### src/rtl/ps2_scan_receiver.sv
// PS/2 device-to-host frame receiver producing a 3-byte scan-code history.
// Latency: o_valid/o_frame_err are registered one cycle after the filtered falling edge; no backpressure.
`timescale 1ns/1ps
module ps2_scan_receiver #(
    parameter int unsigned SYNC_STAGES    = 2,
    parameter int unsigned FILTER_LEN     = 8,
    parameter int unsigned TIMEOUT_CYCLES = 50000
) (
    input  logic        i_clk,
    input  logic        i_rst,
    input  logic        i_ps2_clk,
    input  logic        i_ps2_data,
    output logic [23:0] o_Data,
    output logic        o_valid,
    output logic        o_frame_err,
    output logic        o_busy
);

    localparam int unsigned TMO_W = $clog2(TIMEOUT_CYCLES + 1);

    typedef enum logic [1:0] {
        IDLE   = 2'd0,
        DATA   = 2'd1,
        PARITY = 2'd2,
        STOP   = 2'd3
    } state_t;

    logic [SYNC_STAGES-1:0] clk_sync_q;
    logic [SYNC_STAGES-1:0] data_sync_q;
    logic                   clk_s;
    logic                   data_s;

    logic                   filt_q;
    logic                   filt_d;
    logic                   filt_prev_q;
    logic [7:0]             filt_cnt_q;
    logic [7:0]             filt_cnt_d;
    logic                   fall;

    state_t                 state_q;
    state_t                 state_d;
    logic [2:0]             bit_cnt_q;
    logic [2:0]             bit_cnt_d;
    logic [7:0]             shift_q;
    logic [7:0]             shift_d;
    logic                   parity_q;
    logic                   parity_d;
    logic [23:0]            data_q;
    logic [23:0]            data_d;
    logic                   valid_q;
    logic                   valid_d;
    logic                   err_q;
    logic                   err_d;
    logic [TMO_W-1:0]       tmo_q;
    logic [TMO_W-1:0]       tmo_d;

    // Pins idle high, so the synchronizers reset to 1 to avoid a spurious fall.
    always_ff @(posedge i_clk or posedge i_rst) begin
        if (i_rst) begin
            clk_sync_q  <= '1;
            data_sync_q <= '1;
        end else begin
            clk_sync_q  <= {clk_sync_q[SYNC_STAGES-2:0], i_ps2_clk};
            data_sync_q <= {data_sync_q[SYNC_STAGES-2:0], i_ps2_data};
        end
    end

    assign clk_s  = clk_sync_q[SYNC_STAGES-1];
    assign data_s = data_sync_q[SYNC_STAGES-1];

    always_comb begin
        filt_d     = filt_q;
        filt_cnt_d = '0;
        if (clk_s != filt_q) begin
            if (filt_cnt_q == 8'(FILTER_LEN - 1)) begin
                filt_d = clk_s;
            end else begin
                filt_cnt_d = filt_cnt_q + 8'd1;
            end
        end
    end

    always_ff @(posedge i_clk or posedge i_rst) begin
        if (i_rst) begin
            filt_q      <= 1'b1;
            filt_prev_q <= 1'b1;
            filt_cnt_q  <= '0;
        end else begin
            filt_q      <= filt_d;
            filt_prev_q <= filt_q;
            filt_cnt_q  <= filt_cnt_d;
        end
    end

    assign fall = filt_prev_q & ~filt_q;

    always_comb begin
        state_d   = state_q;
        bit_cnt_d = bit_cnt_q;
        shift_d   = shift_q;
        parity_d  = parity_q;
        data_d    = data_q;
        valid_d   = 1'b0;
        err_d     = 1'b0;
        tmo_d     = (state_q == IDLE) ? '0 : tmo_q + TMO_W'(1);

        case (state_q)
            IDLE: begin
                if (fall) begin
                    if (!data_s) begin
                        state_d   = DATA;
                        bit_cnt_d = 3'd0;
                    end else begin
                        err_d = 1'b1;
                    end
                end
            end
            DATA: begin
                if (fall) begin
                    shift_d   = {data_s, shift_q[7:1]};
                    bit_cnt_d = bit_cnt_q + 3'd1;
                    if (bit_cnt_q == 3'd7) begin
                        state_d = PARITY;
                    end
                end
            end
            PARITY: begin
                if (fall) begin
                    parity_d = data_s;
                    state_d  = STOP;
                end
            end
            STOP: begin
                if (fall) begin
                    state_d = IDLE;
                    if (data_s && (^{shift_q, parity_q})) begin
                        data_d  = {data_q[15:0], shift_q};
                        valid_d = 1'b1;
                    end else begin
                        err_d = 1'b1;
                    end
                end
            end
            default: state_d = IDLE;
        endcase

        // A fall in the same cycle as expiry is a live bit, so it takes priority.
        if (fall) begin
            tmo_d = '0;
        end else if (state_q != IDLE && tmo_q == TMO_W'(TIMEOUT_CYCLES - 1)) begin
            state_d = IDLE;
            err_d   = 1'b1;
            tmo_d   = '0;
        end
    end

    always_ff @(posedge i_clk or posedge i_rst) begin
        if (i_rst) begin
            state_q   <= IDLE;
            bit_cnt_q <= '0;
            shift_q   <= '0;
            parity_q  <= 1'b0;
            data_q    <= '0;
            valid_q   <= 1'b0;
            err_q     <= 1'b0;
            tmo_q     <= '0;
        end else begin
            state_q   <= state_d;
            bit_cnt_q <= bit_cnt_d;
            shift_q   <= shift_d;
            parity_q  <= parity_d;
            data_q    <= data_d;
            valid_q   <= valid_d;
            err_q     <= err_d;
            tmo_q     <= tmo_d;
        end
    end

    assign o_Data      = data_q;
    assign o_valid     = valid_q;
    assign o_frame_err = err_q;
    assign o_busy      = (state_q != IDLE);

endmodule
### config.mk
export PLATFORM = sky130hd
export DESIGN_NAME = ps2_scan_receiver
export DESIGN_NICKNAME = d
export VERILOG_FILES = /design/src/rtl/ps2_scan_receiver.sv
export SDC_FILE = /design/constraint.sdc
export NUM_CORES = 1
export LEC_CHECK = 0
export CAP_MARGIN = 30
export CORE_MARGIN = 2
export CORE_UTILIZATION = 31
export CTS_CLUSTER_SIZE = 20
export DETAILED_ROUTE_END_ITERATION = 12
export DONT_BUFFER_PORTS = 1
export PLACE_DENSITY_LB_ADDON = 0.1
export SETUP_SLACK_MARGIN = 0.02
export SYNTH_ARGS = -nofsm -noshare
export SYNTH_HDL_FRONTEND = slang
export SYNTH_SLANG_ARGS = --single-unit
### constraint.sdc
create_clock -name i_clk -period 3.82 [get_ports i_clk]
set_input_delay 0 -clock i_clk [delete_from_list [all_inputs] [get_ports i_clk]]
set_output_delay 0 -clock i_clk [all_outputs]
set_load 0.03 [all_outputs]
==> results.json, run 1 <==
{
  "fin_crit_ns": 2.37,
  "clock-sinks": 70,
  "netSwitchingPower_mw": 0.541,
  "slowest_delay_ns": 0.74,
  "synth_edf_count": 0,
  "max-slew-margin-rel_pct": 38.1,
  "switching_share_pct": 29.3,
  "yosysSeqAreaShare_pct": 56.6,
  "fin_ws_ns": 1.45,
  "start_util_pct": 31.9,
  "hpwlAfterDp_um": 3560,
  "slew_violations": 0,
  "vdd_ir_drop_max_v": 0.000234,
  "setup_tns_ns": 0,
  "cp.required_ns": 4.04,
  "dr_total_vias": 1838,
  "synth.top_cell.area_share_pct": 51.6,
  "wl_per_cell_um": 13.3,
  "rows": 36,
  "yosysWarnings": 0,
  "tightest_slew_ns": 0.909,
  "die_y_um": 104,
  "critical_path_arrival_ns": 2.59,
  "die_x_um": 104,
  "numCtsBuffers": 9,
  "critPathCaptureType": "flop",
  "rsz0062_at_grt": "no",
  "clock_skew_ns": 0.00920,
  "setup_viol": 0,
  "power.share.clock_pct": 34.8,
  "ys_ff_latch": 70,
  "drc_errors": 0,
  "synthFlopType": "dfrtp_1",
  "yosysTopAreaCell": "dfrtp_1",
  "seq_power_share_pct": 47.2,
  "startpoint_type": "flop",
  "pre_cts_ws_ns": 1.42,
  "overflow": 0,
  "combPwrFrac_pct": 18.0,
  "areaGrowthSynthToFinish_pct": 12.4,
  "critPathBufInv": 0,
  "outcome": "finished clean",
  "grt_pass1_wl_um": 9710,
  "power_leakage_nw": 1.65,
  "crit_path_max_fanout": 25,
  "critPathSlowestCell": "mux2i_4",
  "dr.pass1.iters": 4,
  "drive_gt1_share_pct": 22.4,
  "synth-async-reset-ratio_pct": 100,
  "final_nets": 270,
  "clk_latency_ns": 0.34,
  "gp_congestion": 0.736,
  "grt_max_degree": 27,
  "hold_viol": 0,
  "cts_tree": "done",
  "post-cts-setup-buffers": 0,
  "grt_pass1_vias": 1923,
  "synth_fp_nets": 264,
  "diodes": 0,
  "synth_cells": 252,
  "syn_area_um2": 3110,
  "top_level_ports": 31,
  "hold_class": "in -> async",
  "drtIter0Drc": 34,
  "cts.clk_slew.worst_paths_ns": 0.07,
  "antenna_found_initial": 0,
  "postRouteAntennaNets": 0,
  "path_cells": "nand2b_1 > nor3b_1 > mux2i_4 > mux2_2",
  "synthTopCellsByArea": "dfrtp_1 52%, mux2_2 12%, dfstp_2 5.1%, xnor2_1 3.4%, ha_1 3.2%",
  "fmax_mhz": 423,
  "cts_buffer_depth": 2,
  "p_per_area_nw_per_um2": 529,
  "max_cap_violations": 0,
  "avgSynthCellArea_um2": 12.3,
  "hold_buffers": 3,
  "cts_root_buf": "clkbuf_8",
  "critical_path.top_delay_family": "multiplexers",
  "grt_usage_pct": 11.1,
  "ctsResizeCount": 0,
  "h-tree-depth": 3,
  "totalWireLength_um": 5260,
  "p_int_mw": 1.31,
  "portBuffers": 0,
  "synth_cell_type_count": 37,
  "core_um2": 9730,
  "finalCritPeriodShare_pct": 61.9,
  "via_per_inst": 4.64,
  "die-area_um2": 10800,
  "critPathKind": "reg -> reg"
}
[synth_stat cells (2+ instances only)]
master	n
dfrtp_1	64
nand2_1	8
nand4_1	4
nand3_1	10
buf_6	2
or4_1	2
a211o_1	2
ha_1	8
a32o_1	2
a21oi_1	8
mux2_1	2
a31oi_1	2
o21ai_0	5
nor2_1	26
clkbuf_1	8
mux2_2	32
xnor2_1	12
nor3_1	4
xor2_1	11
and3_1	6
inv_1	9
dfstp_2	6
nor4_1	3
and4_1	3
[metal layers]
layer / track usage [%] / share of wire (%) / vias to the layer above
li1: - / - / 887
met1: 13.9 / 46 / 906
met2: 17.6 / 47 / 34
met3: 3.82 / 5.0 / 11
met4: 4.63 / 2.0 / 0
met5: 0 / 0 / -
[placed cells by master (no fill, tap or decap), drive strengths merged, types with 5 or more instances in the layout]
| cell | n |
|---|---|
| a21oi | 8 |
| and3 | 6 |
| clkbuf | 10 |
| dfrtp | 64 |
| dfstp | 6 |
| ha | 8 |
| inv | 9 |
| mux2 | 34 |
| nand2 | 8 |
| nand3 | 10 |
| nor2 | 26 |
| o21ai | 5 |
| xnor2 | 12 |
| xor2 | 11 |
[area by class of cell]
type	instances	area, um2
fill	996	6240
sequential	70	1760
multi-input combinational	163	1260
tap	133	166
clock buffer	10	128
clock inverter	6	86.3
timing repair buffer	5	57.6
inverter	9	33.8
[worst register-to-register path, cell delays in order, from the launching register on]
cell      delay, ns
dfstp_2        0.57
nand2b_1       0.38
nor3b_1        0.15
mux2i_4        0.74
mux2_2         0.42
[kinds of logic (layout without fill, tap and decap cells)]
group	after synthesis	after routing	synth area share, %
simple gates	71	71	11.4
buf+inv	19	30	2.78
mux	35	35	13.0
compound gates	24	24	4.99
fa+ha+maj	8	8	3.22
xor+xnor	25	25	7.97
flops	70	70	56.6
[path summary, 6_finish.rpt]
check | startpoint | endpoint | slack (ns) | depth (start not counted)
hold / removal | i_rst | o_Data[18]$_DFFE_PP0P_ | 0.12 | 2
hold reg to reg | clk_sync_q[0]$_DFF_PP1_ | clk_sync_q[1]$_DFF_PP1_ | 0.36 | 0
setup reg to reg | filt_q$_DFFE_PP1P_ | o_Data[10]$_DFFE_PP0P_ | 1.45 | 4
min in group i_clk | i_ps2_clk | clk_sync_q[0]$_DFF_PP1_ | 0.21 | 1
setup / recovery | filt_q$_DFFE_PP1P_ | o_Data[10]$_DFFE_PP0P_ | 1.45 | 4
max in group asynchronous | i_rst | filt_prev_q$_DFF_PP1_ | 2.76 | 4
[power by group through the flow]
stage,Combinational [mW],Clock (mW),Sequential (mW)
after floorplan,0.278,0,0.872
after global placement,0.339,0,0.886
after detailed placement,0.340,0,0.888
after CTS,0.345,0.676,0.873
after global routing,0.385,0.710,0.887
final,0.333,0.642,0.872
[metrics by stage]
stage          instances  utilization [%]  area (um2)  hold WS (ns)  power [mW]
2_1_floorplan        252                -        3110       0.00448        1.15
3_3_place_gp         376             33.2        3230       0.00460        1.22
3_5_place_dp         377             33.4        3250       -0.0832        1.23
4_1_cts              396             35.9        3490         0.115        1.89
5_1_grt              396             35.9        3490         0.157        1.98
6_report             396             35.9        3490         0.118        1.85
[state kept, by name, summed over array words and instances (netlist names), 2 cells and up]
name and cells:
shift_q 8, filt_cnt_q 8, data_sync_q 2, tmo_q 16, state_q 2, bit_cnt_q 3
clk_sync_q 2, o_Data 24
(Power assumes the default switching activity.)
==> run 2: changes to the inputs <==
Settings changed: ABC_AREA set to 1.
Clock period 3.82 ns to 2.2 ns, I/O delays scaled along.
==> run 2 against run 1 <==
Net effect: count of clock-buffer cells in the layout is 1 lower; critical path depth grew 5; first-iteration DRC count rose to 4.2 times the previous value; worst setup slack worse by 1.1 ns; sequential power is 74% higher; fmax up 31%; wire length increased by 37%; largest power group unchanged.
==> results.json, run 2 <==
{
  "setup_viol": 0,
  "max_cap_violations": 0,
  "wl_met1_um": 3450,
  "overflow": 0,
  "synth_edf_count": 0,
  "hold_viol": 0,
  "syn_area_um2": 3420,
  "clk_latency_ns": 0.37,
  "crit_path_max_fanout": 6,
  "stdcell_area_um2": 3840,
  "yosysWarnings": 0,
  "route.met2.wl_um": 3330,
  "drtIter0Drc": 143,
  "clock_skew_ns": 0.0161,
  "synth.cells.most_frequent": "116 x nand2_1, 64 x dfrtp_1, 38 x inv_1, 38 x nand3_1, 27 x nor2_1",
  "p_total_mw": 3.51,
  "numCtsBuffers": 9,
  "fin_util_pct": 35.6,
  "portBuffers": 0,
  "startpoint_type": "flop",
  "synth_fp_nets": 415,
  "fill_cells": 1110,
  "die_x_um": 109,
  "yosysTopAreaCell": "dfrtp_1",
  "largest_reg_flops": 24,
  "cts_root_buf": "clkbuf_8",
  "fin_ws_ns": 0.398,
  "antenna_found_initial": 0,
  "yosysSeqAreaShare_pct": 51.4,
  "synth_cells": 403,
  "critPathCaptureType": "flop",
  "critPathSlowestCell": "dfrtp_1",
  "start_util_pct": 31.7,
  "synth_cell_type_count": 39,
  "reg2regPathDepth": 9,
  "grt_pass1_vias": 2571,
  "final_nets": 424,
  "synthTopCellsByArea": "dfrtp_1 47%, nand2_1 13%, nand3_1 5.6%, dfstp_2 4.6%, inv_1 4.2%",
  "cp.required_ns": 2.46,
  "fmax_mhz": 555,
  "dr_total_vias": 2626,
  "crit_start": "state_q[0]$_DFF_PP0_",
  "holdWs_ns": 0.186,
  "drc_errors": 0,
  "placed_area_um2": 3580,
  "synthFlopType": "dfrtp_1",
  "die_y_um": 109,
  "p_per_area_nw_per_um2": 912,
  "layout_commonest_cell": "nand2_1",
  "dr.pass1.iters": 4,
  "critical_path_arrival_ns": 2.06,
  "wl_per_cell_um": 12.9,
  "synth.top_cell.area_share_pct": 46.8,
  "tightest_slew_ns": 0.692,
  "clock-sinks": 70,
  "via_per_inst": 4.71,
  "ff2ff_setup_slack_ns": 0.40,
  "finalCritPeriodShare_pct": 81.9,
  "fin_cells": 557,
  "outcome": "finished clean",
  "slew_violations": 0,
  "slowest_delay_ns": 0.41,
  "drive_gt1_share_pct": 11.3,
  "areaGrowthSynthToFinish_pct": 12.4,
  "r2r_end": "state_q[0]$_DFF_PP0_",
  "route.top_layer_used": "met4",
  "cts.clk_slew.worst_paths_ns": 0.09,
  "diodes": 0,
  "met3WireLength_um": 293,
  "max-slew-margin-rel_pct": 53.8,
  "cts_buffer_depth": 2,
  "die-area_um2": 11900,
  "top_level_ports": 31,
  "h-tree-depth": 3,
  "critPathKind": "reg -> reg",
  "cts_tree": "done",
  "postRouteAntennaNets": 0,
  "avgSynthCellArea_um2": 8.49,
  "rsz0062_at_grt": "no",
  "setup_tns_ns": 0,
  "grt_pass1_wl_um": 12400,
  "fin_crit_ns": 1.80,
  "critPathCapture": "state_q[0]$_DFF_PP0_",
  "rows": 38,
  "grt_max_degree": 33,
  "ys_ff_latch": 70,
  "grt_usage_pct": 13.5,
  "layout_common_cells": "116 x nand2_1, 64 x dfrtp_1, 37 x inv_1, 37 x nand3_1, 27 x nor2_1",
  "core_um2": 10800,
  "yosysMostFrequentCell": "nand2_1",
  "path_cells": "inv_1 > ha_1 > inv_2 > nand4_1 > nor3_1 > nand4_1 > or2_1 > nand2_1 > inv_1",
  "placedCellCount": 538,
  "totalWireLength_um": 7200,
  "power_leakage_nw": 1.85,
  "synth-async-reset-ratio_pct": 100,
  "r2r_start": "state_q[0]$_DFF_PP0_",
  "gp_congestion": 0.830,
  "hold_class": "in -> async",
  "vdd_ir_drop_max_v": 0.000560,
  "hpwlAfterDp_um": 4960,
  "pre_cts_ws_ns": 0.276
}
## run 2: how the worst min path moves through the flow
stage                              endpoint  depth (start not counted)  startpoint
global route        clk_sync_q[0]$_DFF_PP1_                          1   i_ps2_clk
detailed placement  clk_sync_q[0]$_DFF_PP1_                          0   i_ps2_clk
CTS                 clk_sync_q[0]$_DFF_PP1_                          1   i_ps2_clk
global placement    clk_sync_q[0]$_DFF_PP1_                          0   i_ps2_clk
floorplan           clk_sync_q[0]$_DFF_PP1_                          0   i_ps2_clk
finish               o_Data[20]$_DFFE_PP0P_                          2       i_rst
## run 2: logic make-up (layout without fill, tap and decap cells)
| family | count (synthesis) | in the layout | share of synthesized area [%] |
|---|---|---|---|
| AOI/OAI and AO/OA | 33 | 33 | 5.60 |
| xor gates and xnor gates | 6 | 6 | 1.54 |
| adders and majority gates | 8 | 8 | 2.93 |
| buffers and inverters | 56 | 70 | 6.92 |
| DFF | 70 | 70 | 51.4 |
| and+or+nand+nor | 230 | 230 | 31.6 |
## run 2: area by class of cell
type / count / area (um2) / area share, %
clock buffers: 9 / 124 / 3.22
clock inverters: 7 / 105 / 2.73
inverters: 46 / 173 / 4.49
multi-input cells: 277 / 1430 / 37.2
flip-flops and latches: 70 / 1760 / 45.8
well taps: 140 / 175 / 4.56
repair buffers: 8 / 80.1 / 2.08
## run 2: power breakdown
part / total [mW] / internal, mW / switching, mW
clock: 1.19 / 0.653 / 0.537
sequential: 1.52 / 1.41 / 0.105
combinational: 0.797 / 0.243 / 0.554
## run 2: critical path, delay by kind of cell (launching register included)
kind | cells | cell delay, ns
simple gates | 5 | 0.75
fa+ha+maj | 1 | 0.30
flops | 1 | 0.41
buf+inv | 3 | 0.24
## run 2: routing by layer
metal	vias to the layer above	global-route usage [%]
met5	-	0
met3	10	4.00
met2	47	20.8
li1	1333	-
met1	1236	17.7
met4	0	5.31
## run 2: what timing repair did
item                                   CTS  global route
setup endpoints to repair                0             5
resized for setup                        0             1
endpoints found under the hold margin   32             0
hold buffers                             3             0
setup buffers                            0             0
==> run 3: changes to the inputs <==
Settings changed: ABC_AREA 1 to 0.
Clock period 2.2 ns to 1.7 ns, I/O delays scaled along.
==> run 3 against run 2 <==
Net effect: the flow now finishes with violations (setup timing); worst hold slack better by 0.019 ns; wire length fell by 16%; count of clock-buffer cells in the layout up 1; register-to-register slack worse by 0.67 ns; critical path depth is 3 lower; die area is 8.8% lower; design area is 4.6% higher; fmax fell by 8.6%; sequential cell count is the same; clock skew down 0.0039 ns; critical path type unchanged; critical endpoint is now o_Data[0]$_DFFE_PP0P_; highest routed layer unchanged.
==> results.json, run 3 (synthesis results as in run 1) <==
{
  "min-delay-start": "i_ps2_clk",
  "diodes": 0,
  "largest_reg_flops": 24,
  "critPathSlowestCell": "xnor3_2",
  "fin_crit_ns": 1.97,
  "clock-sinks": 70,
  "dr.pass1.iters": 4,
  "finalCritPeriodShare_pct": 116,
  "stdcell_area_um2": 4020,
  "core_um2": 9730,
  "placedCellCount": 411,
  "fin_ws_ns": -0.273,
  "pre_cts_ws_ns": -0.219,
  "cp.required_ns": 1.93,
  "critical_path.top_delay_family": "XOR/XNOR gates",
  "outcome": "finished with violations",
  "top_level_ports": 31,
  "layout_commonest_cell": "dfrtp_1",
  "cts_tree": "done",
  "holdPathStages": 1,
  "grt_usage_pct": 11.6,
  "ff_latch_area_um2": 1760,
  "placed_area_um2": 3530,
  "gp_congestion": 0.729,
  "rows": 36,
  "setup_viol": 24,
  "vdd_ir_drop_max_v": 0.000458,
  "clk_latency_ns": 0.34,
  "postRouteAntennaNets": 0,
  "cts_root_buf": "clkbuf_8",
  "reg2regPathDepth": 6,
  "min_to": "clk_sync_q[0]$_DFF_PP1_",
  "via_per_inst": 4.54,
  "critPathKind": "reg -> reg",
  "slew_violations": 0,
  "clock_skew_ns": 0.0122,
  "die_x_um": 104,
  "areaGrowthSynthToFinish_pct": 29.4,
  "cts.clk_slew.worst_paths_ns": 0.08,
  "r2r_end": "o_Data[0]$_DFFE_PP0P_",
  "fin_util_pct": 41.3,
  "die-area_um2": 10800,
  "overflow": 0,
  "path_cells": "xor2_1 > xnor3_2 > mux2i_4 > buf_6 > buf_12 > mux2_4",
  "totalWireLength_um": 6050,
  "drive_gt1_share_pct": 37.3,
  "power_leakage_nw": 1.95,
  "hold_viol": 0,
  "grt_max_degree": 71,
  "multi_input_comb_area_um2": 1380,
  "numCtsBuffers": 9,
  "fin_cells": 439,
  "max-slew-margin-rel_pct": 72.0,
  "wl_per_cell_um": 13.8,
  "holdWs_ns": 0.205,
  "setup_tns_ns": -6.30,
  "final_nets": 313,
  "portBuffers": 0,
  "critPathCaptureType": "flop",
  "violations": "setup timing",
  "grt_pass1_wl_um": 9940,
  "hold_class": "in -> reg",
  "drc_errors": 0,
  "max_cap_violations": 0,
  "rsz0062_at_grt": "yes",
  "fmax_mhz": 507,
  "ff2ff_setup_slack_ns": -0.27,
  "crit_path_max_fanout": 7,
  "slowest_delay_ns": 0.42,
  "tightest_slew_ns": 0.416,
  "fill_cells": 961,
  "cts_buffer_depth": 2,
  "dr_total_vias": 1991,
  "startpoint_type": "flop",
  "p_per_area_nw_per_um2": 1120,
  "grt_pass1_vias": 2008,
  "r2r_start": "shift_q[4]$_DFFE_PP0P_",
  "antenna_found_initial": 0,
  "drtIter0Drc": 72,
  "hpwlAfterDp_um": 3810,
  "start_util_pct": 31.9,
  "die_y_um": 104,
  "layout_common_cells": "64 x dfrtp_1, 34 x buf_4, 24 x mux2_4, 24 x nor2_1, 12 x xnor2_1",
  "critPathBufInv": 2,
  "critical_path_arrival_ns": 2.20,
  "p_total_mw": 4.49,
  "h-tree-depth": 3
}
-- run 3: layer usage --
layer	track usage [%]	share of wire [%]	wire [um]	vias up
met5	0	0	0	-
met4	6.08	2.0	124	0
met3	3.20	3.2	196	10
met2	17.2	45	2730	26
met1	15.5	50	3000	979
li1	-	-	-	976
-- run 3: report_power, final --
group / switching, mW / internal, mW / total (mW)
Combinational: 0.591 / 0.572 / 1.16
Clock: 0.671 / 0.722 / 1.39
Sequential: 0.110 / 1.82 / 1.93
-- run 3: layout make-up --
cell class	count	share of cell area, %
clock buffers	10	3.42
clock inverters	6	1.71
inverters	9	1.06
multi-input cells	163	34.4
flip-flops and latches	70	43.8
well taps	133	4.14
repair buffers	48	11.5
-- run 3: what timing repair did --
action	in CTS	in global routing
gates cloned	0	3
setup endpoints to repair	24	41
hold buffers	3	0
setup buffers	0	7
endpoints found under the hold margin	72	0
gates resized for setup	5	36
pin swaps	0	3
-- run 3: how the worst max path moves through the flow --
stage / from / endpoint / slack [ns] / cells past startpoint
6_report: shift_q[4]$_DFFE_PP0P_ / o_Data[0]$_DFFE_PP0P_ / -0.27 / 6
5_1_grt: shift_q[7]$_DFFE_PP0P_ / o_Data[1]$_DFFE_PP0P_ / -0.33 / 6
4_1_cts: parity_q$_DFFE_PP0P_ / o_Data[0]$_DFFE_PP0P_ / -0.23 / 5
3_5_place_dp: parity_q$_DFFE_PP0P_ / o_Data[7]$_DFFE_PP0P_ / -0.22 / 5
3_3_place_gp: parity_q$_DFFE_PP0P_ / o_Data[22]$_DFFE_PP0P_ / -0.22 / 5
2_1_floorplan: shift_q[7]$_DFFE_PP0P_ / o_Data[10]$_DFFE_PP0P_ / -0.20 / 5
